--- config.mk ---
export PLATFORM = sky130hd
export DESIGN_NAME = pulse_meas_scheduler
export DESIGN_NICKNAME = d
export VERILOG_FILES = /design/src/rtl/pulse_meas_pkg.sv /design/src/rtl/sync_2ff.sv /design/src/rtl/pulse_meas_scheduler.sv
export SDC_FILE = /design/constraint.sdc
export NUM_CORES = 1
export LEC_CHECK = 0
export CAP_MARGIN = 20
export CORE_ASPECT_RATIO = 1.75
export CORE_MARGIN = 3
export CORE_UTILIZATION = 50
export DETAILED_ROUTE_END_ITERATION = 7
export DONT_BUFFER_PORTS = 1
export PLACE_DENSITY = 0.74
export SETUP_SLACK_MARGIN = 0.4
export SYNTH_ARGS = -nofsm -noshare
export SYNTH_HDL_FRONTEND = slang
export SYNTH_HIERARCHICAL = 1
export SYNTH_SLANG_ARGS = --single-unit
--- constraint.sdc ---
create_clock -name clk -period 6.6 [get_ports clk]
set_clock_uncertainty 0.1 [all_clocks]
set_input_delay 0.33 -clock clk [delete_from_list [all_inputs] [get_ports clk]]
set_output_delay 0.33 -clock clk [all_outputs]
set_load 0.005 [all_outputs]
--- src/rtl/pulse_meas_pkg.sv ---
// Shared definitions for the pulse measurement scheduler.
//   - state_t  : scheduler FSM states
//   - NCH_DEF  : default number of measured channels
//   - CW_DEF   : default counter / result width
//   - SAT_DEF  : saturation value of the counter at the default width
//   - rr_next  : round-robin channel selector
package pulse_meas_pkg;

  localparam int NCH_DEF = 4;
  localparam int CW_DEF  = 12;
  localparam logic [CW_DEF-1:0] SAT_DEF = '1;

  // The selector works on a fixed-width mask so one function serves any NCH
  // up to MAXCH.
  localparam int MAXCH   = 32;
  localparam int MAXCH_W = 5;

  typedef enum logic [1:0] {
    IDLE   = 2'd0,
    ARM    = 2'd1,
    COUNT  = 2'd2,
    REPORT = 2'd3
  } state_t;

  // Return the first set mask bit strictly after 'last', wrapping modulo nch.
  // If only 'last' itself is set it is found on the final wrap step, so a
  // single enabled channel is reselected every round. Returns 'last' when the
  // mask is empty (callers gate on a non-zero mask).
  function automatic int unsigned rr_next(input logic [MAXCH-1:0] mask,
                                          input int unsigned       last,
                                          input int unsigned       nch);
    int unsigned idx;
    logic        found;
    rr_next = last;
    found   = 1'b0;
    idx     = 0;
    for (int unsigned i = 1; i <= MAXCH; i++) begin
      if (i <= nch) begin
        idx = last + i;
        if (idx >= nch) idx = idx - nch;
        if (!found && mask[idx[MAXCH_W-1:0]]) begin
          rr_next = idx;
          found   = 1'b1;
        end
      end
    end
  endfunction

endpackage

--- src/rtl/sync_2ff.sv ---
// Two-flop synchronizer, vectored.
//   i_clk : destination clock
//   i_rst : asynchronous active-high reset, clears both stages
//   i_d   : asynchronous inputs
//   o_q   : synchronized outputs, 2 cycles of latency
module sync_2ff #(
  parameter int W = 1
) (
  input  logic         i_clk,
  input  logic         i_rst,
  input  logic [W-1:0] i_d,
  output logic [W-1:0] o_q
);

  logic [W-1:0] r_meta;
  logic [W-1:0] r_sync;

  always_ff @(posedge i_clk or posedge i_rst) begin
    if (i_rst) begin
      r_meta <= '0;
      r_sync <= '0;
    end else begin
      r_meta <= i_d;
      r_sync <= r_meta;
    end
  end

  assign o_q = r_sync;

endmodule

--- src/rtl/pulse_meas_scheduler.sv ---
// Round-robin low-pulse duration measurement over NCH asynchronous inputs,
// sharing a single saturating CW-bit counter.
//   clk          : clock, all state on rising edge
//   reset        : asynchronous active-high reset
//   enable       : allows new measurements; low aborts ARM/COUNT
//   chan_mask    : eligible channels, sampled only at selection
//   signal_in    : asynchronous pulse inputs
//   res_valid    : registered result-present flag
//   res_ready    : result consumer acknowledge
//   res_chan     : channel of the presented result
//   res_duration : measured low duration in clk cycles
//   res_timeout  : result saturated or timed out waiting for a low level
//   busy         : FSM is not in IDLE
//   cur_chan     : channel currently selected
module pulse_meas_scheduler
  import pulse_meas_pkg::*;
#(
  parameter int NCH = NCH_DEF,
  parameter int CW  = CW_DEF,
  localparam int CHW = (NCH > 1) ? $clog2(NCH) : 1
) (
  input  logic           clk,
  input  logic           reset,
  input  logic           enable,
  input  logic [NCH-1:0] chan_mask,
  input  logic [NCH-1:0] signal_in,
  output logic           res_valid,
  input  logic           res_ready,
  output logic [CHW-1:0] res_chan,
  output logic [CW-1:0]  res_duration,
  output logic           res_timeout,
  output logic           busy,
  output logic [CHW-1:0] cur_chan
);

  localparam logic [CW-1:0] SAT = {CW{1'b1}};

  logic [NCH-1:0]   w_sync;
  logic             w_sel_in;
  logic [MAXCH-1:0] w_mask_ext;
  logic [CHW-1:0]   w_rr;

  state_t           r_state,     w_state_nxt;
  logic [CW-1:0]    r_cnt,       w_cnt_nxt;
  logic [CHW-1:0]   r_cur,       w_cur_nxt;
  logic [CHW-1:0]   r_last,      w_last_nxt;
  logic             r_res_valid, w_res_valid_nxt;
  logic [CHW-1:0]   r_res_chan,  w_res_chan_nxt;
  logic [CW-1:0]    r_res_dur,   w_res_dur_nxt;
  logic             r_res_to,    w_res_to_nxt;

  sync_2ff #(.W(NCH)) u_sync (
    .i_clk (clk),
    .i_rst (reset),
    .i_d   (signal_in),
    .o_q   (w_sync)
  );

  assign w_sel_in   = w_sync[r_cur];
  assign w_mask_ext = MAXCH'(chan_mask);
  assign w_rr       = CHW'(rr_next(w_mask_ext, 32'(r_last), NCH));

  always_ff @(posedge clk or posedge reset) begin
    if (reset) begin
      r_state     <= IDLE;
      r_cnt       <= '0;
      r_cur       <= '0;
      r_last      <= CHW'(NCH - 1);  // channel 0 is served first
      r_res_valid <= 1'b0;
      r_res_chan  <= '0;
      r_res_dur   <= '0;
      r_res_to    <= 1'b0;
    end else begin
      r_state     <= w_state_nxt;
      r_cnt       <= w_cnt_nxt;
      r_cur       <= w_cur_nxt;
      r_last      <= w_last_nxt;
      r_res_valid <= w_res_valid_nxt;
      r_res_chan  <= w_res_chan_nxt;
      r_res_dur   <= w_res_dur_nxt;
      r_res_to    <= w_res_to_nxt;
    end
  end

  always_comb begin
    w_state_nxt     = r_state;
    w_cnt_nxt       = r_cnt;
    w_cur_nxt       = r_cur;
    w_last_nxt      = r_last;
    w_res_valid_nxt = r_res_valid;
    w_res_chan_nxt  = r_res_chan;
    w_res_dur_nxt   = r_res_dur;
    w_res_to_nxt    = r_res_to;

    unique case (r_state)
      IDLE: begin
        if (enable && (|chan_mask)) begin
          w_cur_nxt   = w_rr;
          w_cnt_nxt   = '0;
          w_state_nxt = ARM;
        end
      end

      // Waiting for the selected input to go low; the counter doubles as the
      // wait timeout.
      ARM: begin
        if (!enable) begin
          w_state_nxt = IDLE;
        end else if (!w_sel_in) begin
          w_cnt_nxt   = CW'(1);
          w_state_nxt = COUNT;
        end else begin
          w_cnt_nxt = r_cnt + CW'(1);
          if (r_cnt == SAT - CW'(1)) begin
            w_state_nxt     = REPORT;
            w_res_valid_nxt = 1'b1;
            w_res_chan_nxt  = r_cur;
            w_res_dur_nxt   = '0;
            w_res_to_nxt    = 1'b1;
          end
        end
      end

      // Counting low cycles; saturates at SAT instead of wrapping.
      COUNT: begin
        if (!enable) begin
          w_state_nxt = IDLE;
        end else if (w_sel_in) begin
          w_state_nxt     = REPORT;
          w_res_valid_nxt = 1'b1;
          w_res_chan_nxt  = r_cur;
          w_res_dur_nxt   = r_cnt;
          w_res_to_nxt    = 1'b0;
        end else if (r_cnt == SAT) begin
          w_state_nxt     = REPORT;
          w_res_valid_nxt = 1'b1;
          w_res_chan_nxt  = r_cur;
          w_res_dur_nxt   = SAT;
          w_res_to_nxt    = 1'b1;
        end else begin
          w_cnt_nxt = r_cnt + CW'(1);
        end
      end

      REPORT: begin
        if (res_ready) begin
          w_last_nxt      = r_cur;
          w_res_valid_nxt = 1'b0;
          w_state_nxt     = IDLE;
        end
      end

      default: w_state_nxt = IDLE;
    endcase
  end

  assign res_valid    = r_res_valid;
  assign res_chan     = r_res_chan;
  assign res_duration = r_res_dur;
  assign res_timeout  = r_res_to;
  assign busy         = (r_state != IDLE);
  assign cur_chan     = r_cur;

endmodule
# Yosys cells after proc, flatten, opt, wreduce, memory -nomap -nowiden

Cells that the tools add are included.

Bits in registers: 42
Input port bits: 12
Output and inout bits: 19
Word-level logic and storage cells: 125

Add/subtract/negate cells: 9
Order comparisons: 9
Equal/unequal tests: 16
Mux-type cells: 62
Reductions and logical operators: 19

Operators by type and width:

| cell                    | count |
|---|---|
| $mux W12                | 12 |
| $mux W2                 | 18 |
| $pmux W12 S3            | 1 |
| $eq A12 B12 Y1 const B  | 2 |
| $lt A5 B6 Y1 const B    | 4 |
| $pmux W12 S2            | 1 |
| $bmux W1 S5             | 4 |
| $mux W5                 | 4 |
| $mux W1                 | 17 |
| $ne A2 B2 Y1 const B    | 8 |
| $add A12 B1 Y12 const B | 1 |
| $reduce_and A6 Y1       | 2 |
| $sub A3 B3 Y4 const B   | 3 |
| $ge A3 B3 Y1 const B    | 3 |
| $ne A4 B4 Y1 const B    | 2 |
| $pmux W2 S4             | 1 |
| $reduce_and A7 Y1       | 1 |
| $add A2 B2 Y3 const B   | 2 |
| $reduce_bool A3 Y1      | 2 |
| $sub A4 B3 Y5 const B   | 1 |
| $add A2 B3 Y4 const B   | 1 |
| $eq A2 B2 Y1 const B    | 2 |
| $ge A4 B3 Y1 const B    | 1 |
| $logic_and A1 B1 Y1     | 4 |
| other kinds (14)        | 18 |

# Longest topological paths before layout

Depth in word-level cells: 15
Mapped depth: 9
Depth with buffers taken out: 7

# Modules after synthesis

The synthesis kept the hierarchy.

By module, submodules not included:

| module               | instances | cells an instance | area each (µm²) | seq. area each (µm²) |
|---|---|---|---|---|
| pulse_meas_scheduler | 1         | 229               | 2180.8          | 853.3 |
| sync_2ff             | 1         | 9                 | 203.9           | 200.2 |

# Worst setup path before layout

Ideal clock, no wire load.

Path type: reg2reg
From: register r_last[0]
To: register r_cur[0] (netlist: cur_chan[0])
Setup time: 0.083 ns
Data arrival time: 2.078 ns
Data required time: 6.417 ns
Path slack: 4.339 ns
Stages on the path, launching flop included: 9
Path buffers: 1
Period minus slack after synthesis: 2.261 ns
Path through: dfstp_2 -> clkbuf_1 -> inv_1 -> ha_1 -> a21boi_0 -> a22o_1 -> a32oi_1 -> xnor2_1 -> o21ai_0

Cells in the longest elaborated chain, start to end: 15
Elaborated cells between the ends (all ways): 37
Classes of those cells: add/sub (8); order compare (4); mux (19); reduce/logical (6)

Ends and longest elaborated chain:

| item                                                 | RTL line                   | text |
|---|---|---|
| start: declaration                                   | pulse_meas_scheduler.sv:46 | `logic [CHW-1:0] r_last, w_last_nxt;` |
| start signal: assignment                             | pulse_meas_scheduler.sv:68 | `r_last <= CHW'(NCH - 1);` |
| start signal: assignment                             | pulse_meas_scheduler.sv:77 | `r_last <= w_last_nxt;` |
| $add A2 B1 Y3                                        | pulse_meas_pkg.sv:39       | `idx = last + i;` |
| $sub A3 B3 Y4 / $ge A3 B3 Y1 (equally long branches) | pulse_meas_pkg.sv:40       | `if (idx >= nch) idx = idx - nch;` |
| $mux W5                                              | pulse_meas_pkg.sv:40       |  |
| $bmux W1 S5                                          | pulse_meas_pkg.sv:41       | `if (!found && mask[idx[MAXCH_W-1:0]]) begin` |
| $mux W1 (implied by the code)                        | pulse_meas_pkg.sv:41       |  |
| $mux W1                                              | pulse_meas_pkg.sv:41       |  |
| $logic_not A1 Y1                                     | pulse_meas_pkg.sv:41       |  |
| $logic_and A1 B1 Y1                                  | pulse_meas_pkg.sv:41       |  |
| $mux W1                                              | pulse_meas_pkg.sv:41       |  |
| $logic_not A1 Y1                                     | pulse_meas_pkg.sv:41       |  |
| $logic_and A1 B1 Y1                                  | pulse_meas_pkg.sv:41       |  |
| $mux W1                                              | pulse_meas_pkg.sv:41       |  |
| $logic_not A1 Y1                                     | pulse_meas_pkg.sv:41       |  |
| $logic_and A1 B1 Y1                                  | pulse_meas_pkg.sv:41       |  |
| $mux W2 (*)                                          | pulse_meas_pkg.sv:41       |  |
| end signal: assignment                               | pulse_meas_scheduler.sv:76 | `r_cur <= w_cur_nxt;` |
| end: declaration                                     | pulse_meas_scheduler.sv:45 | `logic [CHW-1:0] r_cur, w_cur_nxt;` |

Mark *: on every way between the ends. The rest lies on a longest branch, timed or not. The select of a mux whose other input is x is not followed.
A chain may end at the register's enable or synchronous reset.

# Worst setup path in the final report

From: register r_cur[0] (netlist: cur_chan[0])
To: register r_cnt[5]

Cells in the longest elaborated chain, start to end: 5
Elaborated cells between the ends (all ways): 7
Classes of those cells: eq/ne (1); mux (5); reduce/logical (1)

Ends and longest elaborated chain:

| item                              | RTL line                    | text |
|---|---|---|
| $bmux W1 S2 (*)                   | pulse_meas_scheduler.sv:59  | `assign w_sel_in = w_sync[r_cur];` |
| $mux W1 (implied by the code) (*) | pulse_meas_scheduler.sv:59  |  |
| $mux W12                          | pulse_meas_scheduler.sv:109 | `end else if (!w_sel_in) begin` |
| $mux W12                          | pulse_meas_scheduler.sv:107 | `if (!enable) begin` |
| $pmux W12 S3                      | pulse_meas_scheduler.sv:95  | `unique case (r_state)` |
| end signal: assignment            | pulse_meas_scheduler.sv:75  | `r_cnt <= w_cnt_nxt;` |
| end: declaration                  | pulse_meas_scheduler.sv:44  | `logic [CW-1:0] r_cnt, w_cnt_nxt;` |

Marks and branches as above.

==> out/qor.csv <==
metric,value,unit
start_kind,register,
final_cell_mix,"40 x dfrtp_1, 36 x nor2_1, 20 x mux2_2",
first_global_vias,1881,
power_leakage,1.15,nW
start_util,52.7,%
antenna_found_initial,0,
area_growth,7.24,%
cts_tree,done,
synthCells,238,
clk_pin_slew,0.09,ns
rows,32,
worst_pin_slew,0.575,ns
finalPower,0.000978,W
fin_crit_sh,37.9,%
r2r_end,r_cnt[5]$_DFFE_PP0P_,
cts.path.max_buffers,2,
finalHoldViolCount,0,
setup_tns,0,ns
globalRoute.totalOverflow,0,
yosysSeqAreaShare,44.2,%
grt_setup_unrepaired,no,
dp_hpwl,3.87,mm
finalWirelength,5.35,mm
yosysTopAreaCell,dfrtp_1,
layout_commonest_cell,dfrtp_1,
clkLatencyLatePin,0.30,ns
arrival,2.61,ns
cts_buffers,5,
multiInputGateArea,1230,µm²
ys_warn_count,6,
synth_ff_type,dfrtp_1,
r2r_slack,4.10,ns
syn-num-nets,261,
diodes,0,
cp.required,6.71,ns
final_antenna_net_count,0,
fillers,397,
slew_headroom,61.6,%
grt.total_usage,20.4,%
holdPathEnd,res_timeout$_DFFE_PP0P_,
wl_per_cell,18.2,µm
reg2reg_from,cur_chan[0]$_DFFE_PP0P_,
crit_start,cur_chan[0]$_DFFE_PP0P_,
drive_above_1_share,15.6,%
synth.area.top_cells,"dfrtp_1 42%, mux2_2 9.4%, ha_1 5.8%",
period_needed,2.50,ns
first_pass_iters,4,
htreeDepth,2,
critPathMaxFanout,16,
port_buffers,0,
crit_type,reg2reg,
final_nets,265,
maxCapViolations,0,
power.density,382,nW/µm²
synth_seq_cells,42,
grt_pass1_wl,8.87,mm
synth-async-reset-ratio,100,%
die_h,97.4,µm
use_met1,21.0,%
place.gp.congestion,0.900,
die-area,5670,µm²
reg2regPathDepth,5,
synth_area_per_cell,10.0,µm²
avgViaCountPerCell,6.34,
cts_resized,0,
synth_top_area_share,42.0,%
max_freq,400,MHz
drt_iter0_markers,89,
met2_usage,38.3,%
hold_depth,2,
end_kind,register,
boundaryPins,31,
seqCellArea,1050,µm²
busiest_layer,met2,
synth-edff-count,0,
synth_cell_types,51,
die_w,58.2,µm
hp-start,enable,
vias,1863,
vdd_ir_drop_max,0.252,mV
clock_sinks,42,
report.final.slew_viol_count,0,
core,4520,µm²
grtUsageMet3,2.93,%
root_buffer,clkbuf_8,
setup_viol,0,
status,finished clean,
grt_start_max_net_pins,35,
drc,0,
holdCritPathClass,in2reg,
syn-cell-area,2380,µm²
## critical path, cell delays in order, from the launching register on
cell and delay (ns):
dfrtp_1 0.53, mux4_2 0.62, a31oi_4 0.18, o21bai_2 0.19, or2_1 0.43, o41ai_2 0.34
## power by group
group,internal [W],switching [W],leakage (nW)
registers,0.000310,0.0000644,0.546
clock network,0.0000756,0.0000968,0.0408
logic,0.000185,0.000246,0.566
## how the worst max path moves through the flow
stage / to
3_5_place_dp: res_valid$_DFFE_PP0P_
3_3_place_gp: res_valid$_DFFE_PP0P_
5_1_grt: r_cnt[2]$_DFFE_PP0P_
6_report: r_cnt[5]$_DFFE_PP0P_
2_1_floorplan: cur_chan[0]$_DFFE_PP0P_
4_1_cts: res_valid$_DFFE_PP0P_
## layout make-up
cell class              instances  area share (%)
clock inverters                 3           0.930
clock buffers                   5            2.69
well taps                      51            2.50
flip-flops and latches         42            41.2
multi-input cells             172            47.9
repair buffers                  8            2.84
inverters                      13            1.91
## synthesized netlist by cell type (all sizes together), types with 2 or more instances
| cell type | number |
|---|---|
| a21oi | 6 |
| a221oi | 3 |
| a31oi | 8 |
| a32oi | 2 |
| and2 | 2 |
| and3 | 3 |
| and4 | 2 |
| buf | 2 |
| clkbuf | 9 |
| dfrtp | 40 |
| dfstp | 2 |
| ha | 11 |
| inv | 13 |
| mux2 | 20 |
| mux2i | 4 |
| nand2 | 14 |
| nand2b | 3 |
| nand3 | 8 |
| nor2 | 36 |
| nor2b | 2 |
| o21ai | 12 |
| o31ai | 6 |
| o41ai | 3 |
| or4 | 2 |
## through the flow
| step | instance area, µm² | hold slack, ns | setup WS (ns) | cells | utilization, % |
|---|---|---|---|---|---|
| floorplan | 2380 | 0.0457 | 4.34 | 238 | - |
| global placement | 2410 | 0.0649 | 4.13 | 280 | 53.2 |
| detailed placement | 2410 | 0.0707 | 4.10 | 280 | 53.2 |
| CTS | 2550 | 0.196 | 4.06 | 293 | 56.4 |
| global route | 2560 | 0.210 | 3.90 | 294 | 56.5 |
| finish | 2560 | 0.195 | 4.10 | 294 | 56.5 |
## flip-flops by register name, summed over array words and instances, names as in the netlist
name,cells
res_timeout,1
r_cnt,12
u_sync/r_meta,4
res_duration,12
r_state,2
cur_chan,2
res_valid,1
r_last,2
u_sync/o_q,4
res_chan,2
## metal layers
layer	up-vias	wire length, µm
met3	18	223
met1	919	1880
li1	868	-
met5	-	0
met2	58	3050
met4	0	194
## cell families after synthesis
logic type	count (synthesis)	share of synthesized area, %
mux	25	12.1
xor+xnor	1	0.367
buf+inv	24	4.41
fa+ha+maj	11	5.77
compound gates	55	17.4
simple gates	80	15.8
flops	42	44.2
## what timing repair did
action,4_1_cts,5_1_grt
buffers inserted,0,0
hold buffers,5,0
setup endpoints to repair,0,0
endpoints found under the hold margin,44,0
(Power assumes the default switching activity.)
